[src/rtl/alu_arbiter.sv]
// alu_arbiter
//   Shares one W-bit add/AND datapath between three requesters: the AC path
//   (TAD/AND), the ISZ memory-increment path and the PC incrementer. Each
//   operation takes IDLE -> EXEC -> DONE. The grant is made in IDLE. The
//   datapath is driven combinationally during EXEC. The result is captured
//   at the end of EXEC, and a one-cycle ack pulses in DONE.
//
//   Build option: define ALU_ARB_FIXED_PRIO_EN to use fixed priority
//   PC > ISZ > AC. The default is round-robin starting after the last grant.
//
// Ports
//   clk, reset             clock, synchronous active-high reset
//   ac_req/op/a/b/ci       AC-path request (op 0 = add, 1 = AND)
//   isz_req, isz_d         ISZ increment request and word
//   pc_req, pc_d           PC increment request and value
//   ac_ack/isz_ack/pc_ack  one-cycle done pulses
//   res, res_co, res_zero  registered result, carry-out, (res == 0)
//   busy                   high in EXEC and DONE
//   alu_a/b/ci/oe_add/oe_and  datapath controls, zero outside EXEC
//   alu_s, alu_co          datapath result and carry-out
module alu_arbiter #(
    parameter int W = 12
) (
    input  logic         clk,
    input  logic         reset,
    input  logic         ac_req,
    input  logic         ac_op,
    input  logic [W-1:0] ac_a,
    input  logic [W-1:0] ac_b,
    input  logic         ac_ci,
    input  logic         isz_req,
    input  logic [W-1:0] isz_d,
    input  logic         pc_req,
    input  logic [W-1:0] pc_d,
    output logic         ac_ack,
    output logic         isz_ack,
    output logic         pc_ack,
    output logic [W-1:0] res,
    output logic         res_co,
    output logic         res_zero,
    output logic         busy,
    output logic [W-1:0] alu_a,
    output logic [W-1:0] alu_b,
    output logic         alu_ci,
    output logic         alu_oe_add,
    output logic         alu_oe_and,
    input  logic [W-1:0] alu_s,
    input  logic         alu_co
);

    typedef enum logic [1:0] {S_IDLE, S_EXEC, S_DONE} state_t;

    localparam logic [1:0] G_AC  = 2'd0;
    localparam logic [1:0] G_ISZ = 2'd1;
    localparam logic [1:0] G_PC  = 2'd2;

    state_t       r_state, w_next;
    logic [1:0]   r_g;
    logic [1:0]   r_lp;
    logic [1:0]   w_win;
    logic         w_any;
    logic [W-1:0] r_res;
    logic         r_co, r_zero;
    logic         r_ac_ack, r_isz_ack, r_pc_ack;
    logic [W-1:0] w_a, w_b;
    logic         w_ci, w_oe_add, w_oe_and;

    assign w_any = ac_req | isz_req | pc_req;

    // Winner selection; only consumed in IDLE when w_any is high.
    always_comb begin
        w_win = G_AC;
`ifdef ALU_ARB_FIXED_PRIO_EN
        if (pc_req)       w_win = G_PC;
        else if (isz_req) w_win = G_ISZ;
        else              w_win = G_AC;
`else
        // Search order starts with the requester after the last grant.
        case (r_lp)
            G_AC: begin
                if (isz_req)     w_win = G_ISZ;
                else if (pc_req) w_win = G_PC;
                else             w_win = G_AC;
            end
            G_ISZ: begin
                if (pc_req)      w_win = G_PC;
                else if (ac_req) w_win = G_AC;
                else             w_win = G_ISZ;
            end
            default: begin
                if (ac_req)       w_win = G_AC;
                else if (isz_req) w_win = G_ISZ;
                else              w_win = G_PC;
            end
        endcase
`endif
    end

    // Next-state logic.
    always_comb begin
        w_next = r_state;
        case (r_state)
            S_IDLE:  if (w_any) w_next = S_EXEC;
            S_EXEC:  w_next = S_DONE;
            S_DONE:  w_next = S_IDLE;
            default: w_next = S_IDLE;
        endcase
    end

    // Datapath drive. Every line is zero outside EXEC, so the datapath
    // output stays tri-stated. Increments reuse the adder as d + 0 + 1.
    always_comb begin
        w_a      = '0;
        w_b      = '0;
        w_ci     = 1'b0;
        w_oe_add = 1'b0;
        w_oe_and = 1'b0;
        if (r_state == S_EXEC) begin
            case (r_g)
                G_AC: begin
                    w_a = ac_a;
                    w_b = ac_b;
                    if (ac_op) begin
                        w_oe_and = 1'b1;
                    end else begin
                        w_ci     = ac_ci;
                        w_oe_add = 1'b1;
                    end
                end
                G_ISZ: begin
                    w_a      = isz_d;
                    w_ci     = 1'b1;
                    w_oe_add = 1'b1;
                end
                G_PC: begin
                    w_a      = pc_d;
                    w_ci     = 1'b1;
                    w_oe_add = 1'b1;
                end
                default: ;
            endcase
        end
    end

    always_ff @(posedge clk) begin
        if (reset) begin
            r_state   <= S_IDLE;
            r_g       <= G_AC;
            r_lp      <= G_PC;
            r_res     <= '0;
            r_co      <= 1'b0;
            r_zero    <= 1'b1;
            r_ac_ack  <= 1'b0;
            r_isz_ack <= 1'b0;
            r_pc_ack  <= 1'b0;
        end else begin
            r_state   <= w_next;
            r_ac_ack  <= 1'b0;
            r_isz_ack <= 1'b0;
            r_pc_ack  <= 1'b0;
            case (r_state)
                S_IDLE: begin
                    if (w_any) begin
                        r_g  <= w_win;
`ifndef ALU_ARB_FIXED_PRIO_EN
                        r_lp <= w_win;
`endif
                    end
                end
                S_EXEC: begin
                    r_res  <= alu_s;
                    // The adder carry is meaningless when the AND output is selected.
                    r_co   <= w_oe_and ? 1'b0 : alu_co;
                    r_zero <= (alu_s == '0);
                    // Registered so the ack lines up with DONE.
                    r_ac_ack  <= (r_g == G_AC);
                    r_isz_ack <= (r_g == G_ISZ);
                    r_pc_ack  <= (r_g == G_PC);
                end
                default: ;
            endcase
        end
    end

    assign ac_ack     = r_ac_ack;
    assign isz_ack    = r_isz_ack;
    assign pc_ack     = r_pc_ack;
    assign res        = r_res;
    assign res_co     = r_co;
    assign res_zero   = r_zero;
    assign busy       = (r_state != S_IDLE);
    assign alu_a      = w_a;
    assign alu_b      = w_b;
    assign alu_ci     = w_ci;
    assign alu_oe_add = w_oe_add;
    assign alu_oe_and = w_oe_and;

endmodule

[config.mk]
export PLATFORM = sky130hd
export DESIGN_NAME = alu_arbiter
export DESIGN_NICKNAME = d
export VERILOG_FILES = /design/src/rtl/alu_arbiter.sv
export SDC_FILE = /design/constraint.sdc
export NUM_CORES = 1
export LEC_CHECK = 0
export CORE_AREA = 2 2 76 56
export DETAILED_ROUTE_END_ITERATION = 16
export DIE_AREA = 0 0 78 58
export PLACE_DENSITY = 0.92
export SKIP_CTS_REPAIR_TIMING = 1
export SLEW_MARGIN = 10
export SYNTH_ARGS = -nofsm -noshare
export SYNTH_HDL_FRONTEND = slang
export SYNTH_SLANG_ARGS = --single-unit
[constraint.sdc]
create_clock -name clk -period 4.2 [get_ports clk]
set_input_delay 0.84 -clock clk [delete_from_list [all_inputs] [get_ports clk]]
set_output_delay 0.84 -clock clk [all_outputs]
set_load 0.005 [all_outputs]
Word-level counts from Yosys, hierarchy flattened --
Index checks and enable logic that the tools add are counted.
Word-level totals: input bits 68, logic and storage cells 48, flip-flop bits (word level) 23
Cells by class: bitwise operators 3, multiplexer cells 23, equal/unequal tests 5, reduce and logical (&&, ||, !) cells 8
Operators with widths (count):
- 12-bit two-way mux | 3
- 12-bit one-hot mux with 3 select lines | 1
- 12-bit zero test | 1
- 2-bit two-way mux | 6
- 1-bit two-way mux | 9
- 2-bit one-hot mux with 2 select lines | 2
- 2-bit by 1-bit equality test with 1-bit output, second input constant | 3
- 2-bit zero test | 3
- 1-bit one-hot mux with 2 select lines | 2
- 2-bit OR reduction | 2
- 2-bit equality test, second input constant | 1
- 2-bit != test, second input constant | 1
- 1-bit OR | 2
- 2-bit AND reduction | 1
- 2-bit nonzero test | 1
- 1-bit NOT | 1

Longest topological paths before layout --
word-level depth 4, gate-level depth with buffers 5, depth with buffers taken out 5

Worst setup path after synthesis --
Ideal clock, no wire load.
path kind reg2out, start register r_g[0], end output port alu_a[1], slack 2.119 ns, buffers on the path 1, cell stages (with the launch flop) 6, arrival 1.241 ns, cell sequence dfxtp_1 > inv_1 > ha_1 > clkbuf_1 > a222oi_1 > nor2_1
On the way: word-level cells in the longest chain between the ends 3, elaborated cells on any way between the ends 5, classes of those cells eq/ne (2); mux (2); reduce/logical (1)
Ends and longest elaborated chain:
- start: declaration | line 58 | logic [1:0] r_g;
- start signal: assignment | line 164 | r_g <= w_win;
- 2-bit equality test, or another cell as far along | line 119 | case (r_g)
- 12-bit one-hot mux with 3 select lines * | line 119
- 12-bit two-way mux * | line 118 | if (r_state == S_EXEC) begin
- end: declaration | line 42 | output logic [W-1:0] alu_a,
Every way passes the cells marked *; elsewhere a longest branch is shown, timed or not.

Final worst setup path --
start register r_state[0], end output port alu_a[10]
On the way: word-level cells in the longest chain between the ends 2
Ends and longest elaborated chain:
- start: declaration | line 57 | state_t r_state, w_next;
- start signal: assignment | line 157 | r_state <= w_next;
- 2-bit by 1-bit equality test with 1-bit output | line 118
- 12-bit two-way mux | line 118
No other way between the ends.

==> impl_metrics.yaml <==
placed_design:
  port_buffers: 112
  globalplace.congestion: 0.812
  place.detailed.hpwl_mm: 3.42
  place_worst_setup_slack_ns: 1.16
outcome:
  status: "complete, no violations"
setup_path:
  start_kind: "flop"
  reg2reg_depth: 5
  worstPathRequired_ns: 3.36
  worstPathArrival_ns: 2.35
  r2r-end: "res_co"
  path_class: "reg -> out"
  ff2ff_setup_slack_ns: 2.69
  critPathCaptureType: "output pin"
  crit_fanout: 30
  crit-reg2reg-launch: "r_g[0]"
power_and_ir_drop:
  p_sw_uw: 180
  internal_power_uw: 502
  power_density_nw_per_um2: 286
  seqPwrFrac_pct: 34.4
  peakVddDrop_v: 0.000187
  swShare_pct: 26.4
  p_leak_nw: 0.954
  comb_power_share_pct: 37.3
  power.share.clock_pct: 28.3
synth:
  syn_nets: 227
  netlist_instances: 154
  synth-seq-cells: 22
  synth_cell_types: 26
  avgSynthCellArea_um2: 7.89
  ys_warn_count: 0
  synthesis.area_um2: 1210
  ys_seq_area_share_pct: 36.3
routing:
  routed_wl_mm: 4.31
  drt-initial-drc-count: 82
  vias: 1506
  firstDrtPassIters: 5
  final_antenna_net_count: 0
  vias_per_cell: 4.86
  route.detailed.drc: 0
  avgRoutedWirePerCell_um: 13.9
worst_hold_path:
  hold_depth: 2
  holdPathEnd: "res_co"
  hp-start: "res_co"
  hold_class: "reg -> reg"
global_routing:
  grtUsageTotal_pct: 18.7
  use_met3_pct: 5.45
  grt_first_pass_wirelength_mm: 6.69
  grtUsageMet2_pct: 33.5
  use_met1_pct: 23.1
  grt_pass1_vias: 1397
  grt_max_degree: 31
  overflow: 0
  grt_antenna_before_repair: 0
  grt_busiest_layer: "met2"
timing:
  min_period_ns: 3.19
  rsz0062_at_grt: "no"
  fmax_ghz: 0.314
  fin_setup_tns_ns: 0
  finalMaxSlewViolations: 0
  tightest_slew_ns: 0.672
  slew_headroom_pct: 55.1
  period_share_pct: 75.9
  final-hold-violation-count: 0
  setup_viol_count_final: 0
  clock_skew_ns: 0.00396
  setup_slack_ns: 1.01
floorplanning:
  num_rows: 19
  core_um2: 3800
  die-area_um2: 4520
  start_util_pct: 31.9
  die_x_um: 78
  ios: 113
  die_h_um: 58
clock_network:
  clk_pin_slew_ns: 0.08
  clockBufferDepth: 2
  cts_tree: "done"
  cts_sinks: 22
  cts_inserted_buffers: 3
  clk_latency_ns: 0.26
  root_buffer: "clkbuf_8"
  cts_htree_levels: 1
finish:
  finalNetCount: 332
  diodes: 0
  syn2layout_area_growth_pct: 96.6
  drive_gt1_share_pct: 2.71
flow_run:
  drv_cap: 0
==> synthesized netlist by cell type, drive strengths merged <==
cell      n  area share (%)
nand3     2            0.82
a21oi    15             6.5
clkbuf    4             1.2
nor4      3             1.5
inv       6             1.9
nand4     1            0.52
nand2    29             9.0
nand2b    3             1.5
buf       8             5.7
a22oi     1            0.62
o2111ai   1            0.72
nor2     20             6.2
and3     15             7.7
o21ai     2            0.82
a31oi     1            0.52
a211oi    1            0.62
ha        5             5.1
a311oi    1             1.2
a222oi   12             9.9
or3       1            0.52
nor2b     1             1.1
dfxtp    22              36
==> area by class of cell <==
class | instances | area [um^2]
multi-input combinational | 114 | 668
tap | 52 | 65.1
timing repair buffer | 112 | 1120
clock buffer | 3 | 41.3
sequential | 22 | 440
fill | 340 | 1420
clock inverter | 1 | 30.0
inverter | 6 | 22.5
==> per-layer routing <==
metal / vias to the layer above / wire length [um]
li1: 758 / -
met1: 695 / 1830
met2: 48 / 2170
met3: 5 / 296
met4: 0 / 23
met5: - / 0
==> worst max-delay path, stage by stage (launching register included) <==
cell and delay [ns]:
dfxtp_1 0.37, nor2b_4 0.52, nand2b_1 0.44, nor2_1 0.22
clkdlybuf4s50_1 0.52
==> placed cells by master (no fill, tap or decap), drive strengths merged <==
cell,count
a211oi,1
a21oi,15
a222oi,12
a22oi,1
a311oi,1
a31oi,1
and3,15
bufinv,1
clkbuf,3
clkdlybuf4s50,112
dfxtp,22
ha,5
inv,6
nand2,29
nand2b,3
nand3,2
nand4,1
nor2,20
nor2b,1
nor4,3
o2111ai,1
o21ai,2
or3,1
==> sequential cells by signal, indices dropped and copies added (netlist names) <==
name / flops
r_g: 2
ac_ack: 1
r_state: 2
res: 12
isz_ack: 1
r_lp: 1
res_zero: 1
pc_ack: 1
res_co: 1
==> power by group through the flow <==
| stage | sequential (mW) | clock, mW | combinational, mW |
|---|---|---|---|
| after global routing | 0.237 | 0.210 | 0.279 |
| after CTS | 0.235 | 0.199 | 0.256 |
| after detailed placement | 0.240 | 0 | 0.255 |
| after global placement | 0.238 | 0 | 0.250 |
| after floorplan | 0.239 | 0 | 0.114 |
| final | 0.235 | 0.193 | 0.255 |
==> kinds of logic after synthesis <==
logic type / count (synthesis) / share of synthesized area, %
flops: 22 / 36.3
buf+inv: 18 / 8.75
fa+ha+maj: 5 / 5.15
simple gates: 75 / 28.9
compound gates: 34 / 20.9
==> stage by stage <==
step                instances  cell area, um^2  total power, mW  hold slack [ns]  utilization, %
global route              310             2390            0.727            0.477            62.8
floorplan                 154             1210            0.353            0.448               -
detailed placement        306             2320            0.495            0.444            60.9
global placement          306             2320            0.488            0.440            60.9
finish                    310             2390            0.683            0.452            62.8
CTS                       310             2390            0.690            0.455            62.8
==> worst max-delay path by stage <==
stage          cells after the start          to        from
6_report                           4   alu_a[10]  r_state[0]
5_1_grt                            4    alu_a[8]  r_state[0]
4_1_cts                            4  alu_oe_add  r_state[0]
3_5_place_dp                       4    alu_a[7]     pc_d[7]
3_3_place_gp                       4    alu_a[6]     pc_d[6]
2_1_floorplan                      5    alu_a[1]      r_g[0]
(Power assumes the default switching activity.)
